$ cat config.mk
export PLATFORM = sky130hd
export DESIGN_NAME = mult_div_unit
export DESIGN_NICKNAME = d
export VERILOG_FILES = /design/src/rtl/mult_div_unit_pkg.sv /design/src/rtl/mult_div_unit_iter_core.sv /design/src/rtl/mult_div_unit.sv
export SDC_FILE = /design/constraint.sdc
export NUM_CORES = 1
export LEC_CHECK = 0
export BUFFER_PORTS_ARGS = -buffer_cell sky130_fd_sc_hd__buf_2
export CORE_UTILIZATION = 55
export CTS_BUF_LIST = sky130_fd_sc_hd__clkbuf_8
export DETAILED_ROUTE_END_ITERATION = 10
export PLACE_DENSITY = 0.83
export SLEW_MARGIN = 20
export SYNTH_ARGS = -nofsm -noshare
export SYNTH_HDL_FRONTEND = slang
export SYNTH_HIERARCHICAL = 1
export SYNTH_SLANG_ARGS = --single-unit
$ cat constraint.sdc
create_clock -name clk -period 3 [get_ports clk]
set_input_delay 0.45 -clock clk [delete_from_list [all_inputs] [get_ports clk]]
set_output_delay 0.45 -clock clk [all_outputs]
set_load 0.005 [all_outputs]
$ cat src/rtl/mult_div_unit_pkg.sv
// mult_div_unit_pkg: MIPS HI/LO-group funct codes and the state encoding
// shared by the multiply/divide unit.
package mult_div_unit_pkg;

    // R-type funct field values for the HI/LO instruction group
    localparam logic [5:0] FUNCT_MFHI  = 6'h10;
    localparam logic [5:0] FUNCT_MTHI  = 6'h11;
    localparam logic [5:0] FUNCT_MFLO  = 6'h12;
    localparam logic [5:0] FUNCT_MTLO  = 6'h13;
    localparam logic [5:0] FUNCT_MULT  = 6'h18;
    localparam logic [5:0] FUNCT_MULTU = 6'h19;
    localparam logic [5:0] FUNCT_DIV   = 6'h1A;
    localparam logic [5:0] FUNCT_DIVU  = 6'h1B;

    typedef enum logic [1:0] {
        MD_IDLE = 2'd0,
        MD_RUN  = 2'd1,
        MD_FIX  = 2'd2
    } md_state_t;

endpackage

$ cat src/rtl/mult_div_unit_iter_core.sv
// muldiv_iter_core: one-bit-per-cycle datapath. Multiply is shift-add into a
// 2*WIDTH accumulator; divide is restoring shift-subtract with the remainder
// in the upper half and the quotient shifting into the lower half.
module muldiv_iter_core #(
    parameter int WIDTH = 32
) (
    input  logic               clk,
    input  logic               rstb,
    input  logic               i_load,
    input  logic               i_step,
    input  logic               i_is_div,
    input  logic [WIDTH-1:0]   i_opa,
    input  logic [WIDTH-1:0]   i_opb,
    output logic [2*WIDTH-1:0] o_acc,
    output logic               o_last
);
    localparam int CW = $clog2(WIDTH + 1);

    logic [2*WIDTH-1:0] r_acc;
    logic [WIDTH-1:0]   r_opb;
    logic [CW-1:0]      r_cnt;

    logic [WIDTH:0]     w_sum;
    logic [WIDTH:0]     w_shift;
    logic [WIDTH:0]     w_diff;
    logic               w_qbit;
    logic [2*WIDTH-1:0] w_next;

    // Next accumulator value for one multiply or divide iteration
    always_comb begin
        w_sum   = {1'b0, r_acc[2*WIDTH-1:WIDTH]} + (r_acc[0] ? {1'b0, r_opb} : '0);
        w_shift = r_acc[2*WIDTH-1:WIDTH-1];
        w_diff  = w_shift - {1'b0, r_opb};
        w_qbit  = ~w_diff[WIDTH];
        if (i_is_div)
            w_next = {(w_qbit ? w_diff[WIDTH-1:0] : w_shift[WIDTH-1:0]),
                      r_acc[WIDTH-2:0], w_qbit};
        else
            w_next = {w_sum, r_acc[WIDTH-1:1]};
    end

    // Load operands and iteration count, then step once per RUN cycle
    always_ff @(posedge clk or negedge rstb) begin
        if (!rstb) begin
            r_acc <= '0;
            r_opb <= '0;
            r_cnt <= '0;
        end else if (i_load) begin
            r_acc <= {{WIDTH{1'b0}}, i_opa};
            r_opb <= i_opb;
            r_cnt <= CW'(WIDTH);
        end else if (i_step) begin
            r_acc <= w_next;
            r_cnt <= r_cnt - 1'b1;
        end
    end

    assign o_acc  = r_acc;
    assign o_last = (r_cnt == CW'(1));

endmodule

$ cat src/rtl/mult_div_unit.sv
// mult_div_unit: iterative MULT/MULTU/DIV/DIVU plus MFHI/MFLO/MTHI/MTLO,
// owning the architectural HI/LO registers. Latency WIDTH+1 edges.
// Define MULTDIV_SIGNED_EN to make MULT/DIV signed; otherwise they behave as
// MULTU/DIVU and the sign-correction logic is absent.
module mult_div_unit
    import mult_div_unit_pkg::*;
#(
    parameter int WIDTH = 32
) (
    input  logic             clk,
    input  logic             rstb,
    input  logic             start,
    input  logic [5:0]       funct,
    input  logic [WIDTH-1:0] a,
    input  logic [WIDTH-1:0] b,
    output logic             busy,
    output logic             done,
    output logic             stall,
    output logic [WIDTH-1:0] hi,
    output logic [WIDTH-1:0] lo,
    output logic [WIDTH-1:0] rd_data
);
    md_state_t r_state, w_state_nxt;

    logic               w_is_mul, w_is_div, w_sgn, w_accept, w_load, w_last;
    logic               w_sa, w_sb;
    logic [WIDTH-1:0]   w_amag, w_bmag;
    logic [2*WIDTH-1:0] w_acc, w_prod;
    logic [WIDTH-1:0]   w_quo, w_rem;

    logic               r_is_div, r_bzero, r_done;
    logic [WIDTH-1:0]   r_a, r_hi, r_lo;

    assign w_is_mul = (funct == FUNCT_MULT) || (funct == FUNCT_MULTU);
    assign w_is_div = (funct == FUNCT_DIV)  || (funct == FUNCT_DIVU);
`ifdef MULTDIV_SIGNED_EN
    assign w_sgn    = (funct == FUNCT_MULT) || (funct == FUNCT_DIV);
`else
    assign w_sgn    = 1'b0;
`endif
    assign busy     = (r_state != MD_IDLE);
    assign w_accept = start & ~busy;
    assign w_load   = w_accept & (w_is_mul | w_is_div);
    assign stall    = start & busy;

    assign w_sa   = w_sgn & a[WIDTH-1];
    assign w_sb   = w_sgn & b[WIDTH-1];
    assign w_amag = w_sa ? -a : a;
    assign w_bmag = w_sb ? -b : b;

    muldiv_iter_core #(.WIDTH(WIDTH)) u_core (
        .clk      (clk),
        .rstb     (rstb),
        .i_load   (w_load),
        .i_step   (r_state == MD_RUN),
        .i_is_div (r_is_div),
        .i_opa    (w_amag),
        .i_opb    (w_bmag),
        .o_acc    (w_acc),
        .o_last   (w_last)
    );

`ifdef MULTDIV_SIGNED_EN
    logic r_neg_q, r_neg_r;

    // Latch result sign flags when an operation is accepted
    always_ff @(posedge clk or negedge rstb) begin
        if (!rstb) begin
            r_neg_q <= 1'b0;
            r_neg_r <= 1'b0;
        end else if (w_load) begin
            r_neg_q <= w_sa ^ w_sb;
            r_neg_r <= w_sa;
        end
    end

    // Sign correction: product/quotient negate on differing signs,
    // remainder follows the dividend
    always_comb begin
        w_prod = r_neg_q ? -w_acc : w_acc;
        w_quo  = r_neg_q ? -w_acc[WIDTH-1:0] : w_acc[WIDTH-1:0];
        w_rem  = r_neg_r ? -w_acc[2*WIDTH-1:WIDTH] : w_acc[2*WIDTH-1:WIDTH];
    end
`else
    // Unsigned build: results come straight from the accumulator
    always_comb begin
        w_prod = w_acc;
        w_quo  = w_acc[WIDTH-1:0];
        w_rem  = w_acc[2*WIDTH-1:WIDTH];
    end
`endif

    // FSM state register
    always_ff @(posedge clk or negedge rstb) begin
        if (!rstb) r_state <= MD_IDLE;
        else       r_state <= w_state_nxt;
    end

    // FSM next state: RUN for WIDTH iterations, then one FIX cycle
    always_comb begin
        w_state_nxt = r_state;
        case (r_state)
            MD_IDLE: if (w_load) w_state_nxt = MD_RUN;
            MD_RUN:  if (w_last) w_state_nxt = MD_FIX;
            MD_FIX:  w_state_nxt = MD_IDLE;
            default: w_state_nxt = MD_IDLE;
        endcase
    end

    // HI/LO ownership: result write at FIX, direct moves when idle
    always_ff @(posedge clk or negedge rstb) begin
        if (!rstb) begin
            r_hi     <= '0;
            r_lo     <= '0;
            r_done   <= 1'b0;
            r_is_div <= 1'b0;
            r_bzero  <= 1'b0;
            r_a      <= '0;
        end else begin
            r_done <= 1'b0;
            if (w_load) begin
                r_is_div <= w_is_div;
                r_bzero  <= (b == '0);
                r_a      <= a;
            end
            if (r_state == MD_FIX) begin
                r_done <= 1'b1;
                if (!r_is_div) begin
                    {r_hi, r_lo} <= w_prod;
                end else if (r_bzero) begin
                    r_lo <= '1;
                    r_hi <= r_a;
                end else begin
                    r_lo <= w_quo;
                    r_hi <= w_rem;
                end
            end else if (w_accept && funct == FUNCT_MTHI) begin
                r_hi <= a;
            end else if (w_accept && funct == FUNCT_MTLO) begin
                r_lo <= a;
            end
        end
    end

    assign hi      = r_hi;
    assign lo      = r_lo;
    assign done    = r_done;
    assign rd_data = (funct == FUNCT_MFHI) ? r_hi : r_lo;

endmodule

==> summary.md <==
| Metric | Value |
|---|---|
| Worst Tran Pin Value | 0.951 ns |
| Tmin final | 3.21 ns |
| R2R setup slack | -0.21 ns |
| Critical path arrival | 3.60 ns |
| Final setup fails | 24 |
| Netlist cell types | 82 |
| Clk_lat worst skew | 0.56 ns |
| Vias in the first global route | 13,988 |
| Most Crowded Layer GR | met2 |
| Final Slew Violations | 0 |
| Met2 Use GR | 58.6% |
| Port bufs | 171 |
| GRT Residual Overflow | 0 |
| Initial antenna violation count | 0 |
| First-pass GRT wire length | 75,300 um |
| Place WS | -0.316 ns |
| Failing checks | negative setup slack |
| H-tree levels | 2 |
| Pin count of the biggest net entering global routing | 106 |
| Int Pwr | 4.34 mW |
| Worst reg2reg endpoint | u_core/o_acc[47] |
| WHS Path Cells | 3 |
| Total power | 5.78 mW |
| Final worst setup slack | -0.206 ns |
| Status | finished, violations left |
| Critical path class | flop to flop |
| Vias/cell | 6.43 |
| Synth Register Bits | 203 |
| Design area | 18,000 um2 |
| Psw | 1.44 mW |
| Power Density | 320 nW/um2 |
| Root Buffer | clkbuf_8 |
| M3 GR Usage | 7.81% |
| ANT nets after route | 0 |
| Async SR Flop Fraction | 100% |
| Die W | 162 um |
| Layout cells sized above 1 | 33.8% |
| Post-synthesis sequential area ratio | 36.3% |
| Max_cap viols | 0 |
| Antenna Cells | 0 |
| Die Area | 26,100 um2 |
| Layout Skew | 0.0348 ns |
| Sw Share | 25.0% |
| Number of DRC markers in iteration 0 | 1,881 |
| Synth Warn # | 6 |
| Bufs on Longest Clock Path | 3 |
| Sequential power share | 48.9% |
| Startpoint types | flop |
| Cell taking the most area after synthesis | dfrtp_1 |
| F_max | 312 MHz |
| Crit path max fanout | 8 |
| Mapped Cells | 1,561 |
| Row cnt | 58 |
| Final hold vios | 0 |
| Top_reg_cell synth | dfrtp_1 |
| Pleak | 8.59 nW |
| Drt total wl | 48,700 um |
| Reg2Reg Depth | 14 |
| GPL Wtd Cong | 1.01 |
| Mapped cell area | 14,000 um2 |
| Area of the core | 25,100 um2 |
| Setup tns final | -2.44 ns |
| Crit. End Element | flop |
| Comb pwr share | 6.0% |
| Worst vdd ir | 0.289 mV |
| Worst Hold Class | primary input to flop |
| TritonRoute pass-1 iters | 6 |
| Syn_area_per_cell | 8.97 um2 |
| Cell area after placement | 16,400 um2 |
| Final worst-path cycle share | 107% |
| Wire length per cell | 21.6 um |
| Clk sinks | 203 |
| DRC | 0 |
| Post-synth net total | 1,702 |
| Critical path required time | 3.39 ns |
| Layout area overhead | 28.9% |
| Clock slew at the register clock pins of the worst setup and hold paths | 0.07 ns |
| Worst Hold End | u_core/r_opb[6] |
| M1 GR Usage | 48.9% |
| Clock power share | 45.2% |
| Vias | 14,471 |
| Starting Density | 55.8% |
| All-Layer GR Usage | 36.6% |
| Top cell type's share of synthesized area | 36.3% |
| Post-synth EDFFs | 0 |
| CTS tree | yes |
| Post-layout util | 71.9% |
| IO Count | 172 |
| Chip height | 162 um |
| Hpwl dp | 33,700 um |
| RSZ-0062 raised after global routing | yes |
| Hold Crit Start | b[6] |
| Top post-synthesis cells by area | dfrtp_1 (36%), ha_1 (5.9%), o21ai_0 (5.2%) |
| R2r startpoint | u_core/o_acc[0] |
| Slew headroom | 36.3% |
| TritonCTS Buffers | 35 |
| Final #Nets | 2,033 |
worst max-delay path: stages, from the launching register on:
cell and delay, ns:
dfrtp_2 0.46, buf_4 0.16, buf_6 0.12, and2_4 0.14, ha_4 0.15, or4_4 0.50, o21ai_2 0.16, buf_4 0.14
o21ai_2 0.06, o311a_1 0.40, nor2_2 0.16, buf_4 0.13, xnor2_2 0.06, a22oi_1 0.23, o21ai_1 0.16
synthesized netlist by cell type (all sizes together), types with 4 or more instances:
cell type    n
nor2        96
nor3        48
xnor2       33
a22oi       10
nand4       12
o21a         8
clkbuf      92
and2        38
buf         14
ha          66
o21bai       6
nand2      144
mux2i       48
or3          6
nor2b        9
xor2        19
nand3       18
dfrtp      203
nor4         8
o21ai      149
a21oi       63
o31ai       68
inv         57
nand2b      14
mux2        71
o211ai      68
a31oi        6
o221ai       4
a21o        34
a211oi      49
and3        41
a211o        4
state kept, by name, summed over array words and instances, names as in the netlist:
signal / count
r_a: 32
r_bzero: 1
r_state: 2
u_core/o_acc: 64
u_core/r_opb: 32
lo: 32
u_core/r_cnt: 6
done: 1
r_is_div: 1
hi: 32
metal layers:
metal	up-vias	part of all wire (%)
met3	140	11
met1	7041	40
met4	0	3.1
met2	886	46
li1	6404	-
met5	-	0
kinds of logic (layout without fill, tap and decap cells):
kind of cell	Yosys count	after routing	share of synthesized area (%)
buf+inv	164	521	4.69
compound gates	503	503	23.9
flops	203	203	36.3
xor+xnor	52	52	3.25
simple gates	452	453	15.7
fa+ha+maj	68	68	6.18
mux	119	119	9.97
placed cells by master (no fill, tap or decap), drive strengths merged, types with 4 or more instances in the layout:
cell type and n:
clkbuf 44, buf 397, a211o 4, nor2b 9, o21ai 149, dfrtp 203, o211ai 68, a31oi 6
a21o 34, nand2b 14, inv 68, nand3 18, nand4 12, a22oi 10, nor4 8, xor2 19
a211oi 49, o221ai 4, xnor2 33, o31ai 68, ha 66, nor2 97, nor3 48, mux2 71
o21a 8, mux2i 48, or3 6, nand2 144, and2 38, and3 41, clkinv 8, a21oi 63
o21bai 6
power groups by stage:
stage | Clock, mW | Combinational (mW) | Sequential [mW]
detailed placement | 0 | 0.344 | 2.87
CTS | 2.62 | 0.348 | 2.82
finish | 2.61 | 0.345 | 2.82
floorplan | 0 | 0.117 | 2.87
global placement | 0 | 0.336 | 2.87
global route | 2.77 | 0.380 | 2.83
area by class of cell:
cell class | count | area (um2)
fillers | 1874 | 7060
clock inverters | 21 | 126
repair buffers | 399 | 2710
inverters | 58 | 228
clock buffers | 43 | 592
multi-input cells | 1195 | 8900
well taps | 330 | 413
flip-flops and latches | 203 | 5080
how the worst max path moves through the flow:
stage / from / endpoint / slack, ns / cells after the start
3_3_place_gp: u_core/o_acc[0] / u_core/o_acc[61] / -0.23 / 14
2_1_floorplan: u_core/o_acc[0] / u_core/o_acc[61] / -0.07 / 14
5_1_grt: u_core/o_acc[0] / u_core/o_acc[61] / -0.32 / 14
6_report: u_core/o_acc[0] / u_core/o_acc[47] / -0.21 / 14
4_1_cts: u_core/o_acc[0] / u_core/o_acc[61] / -0.13 / 14
3_5_place_dp: u_core/o_acc[0] / u_core/o_acc[61] / -0.32 / 14
metrics by stage:
stage / std cells / hold WS [ns]
floorplan: 1561 / 0.154
global placement: 2153 / 0.479
detailed placement: 2153 / 0.479
CTS: 2239 / 0.109
global route: 2249 / 0.114
finish: 2249 / 0.126
what timing repair did:
action / 4_1_cts / 5_1_grt
setup buffers: 19 / 10
pin swaps: 50 / 32
hold endpoints to repair: 64 / 0
endpoints found under the setup margin: 32 / 33
hold buffers: 1 / 0
cloned: 2 / 0
resized for setup: 88 / 56
Note: power is estimated with default switching activity, not from simulation.
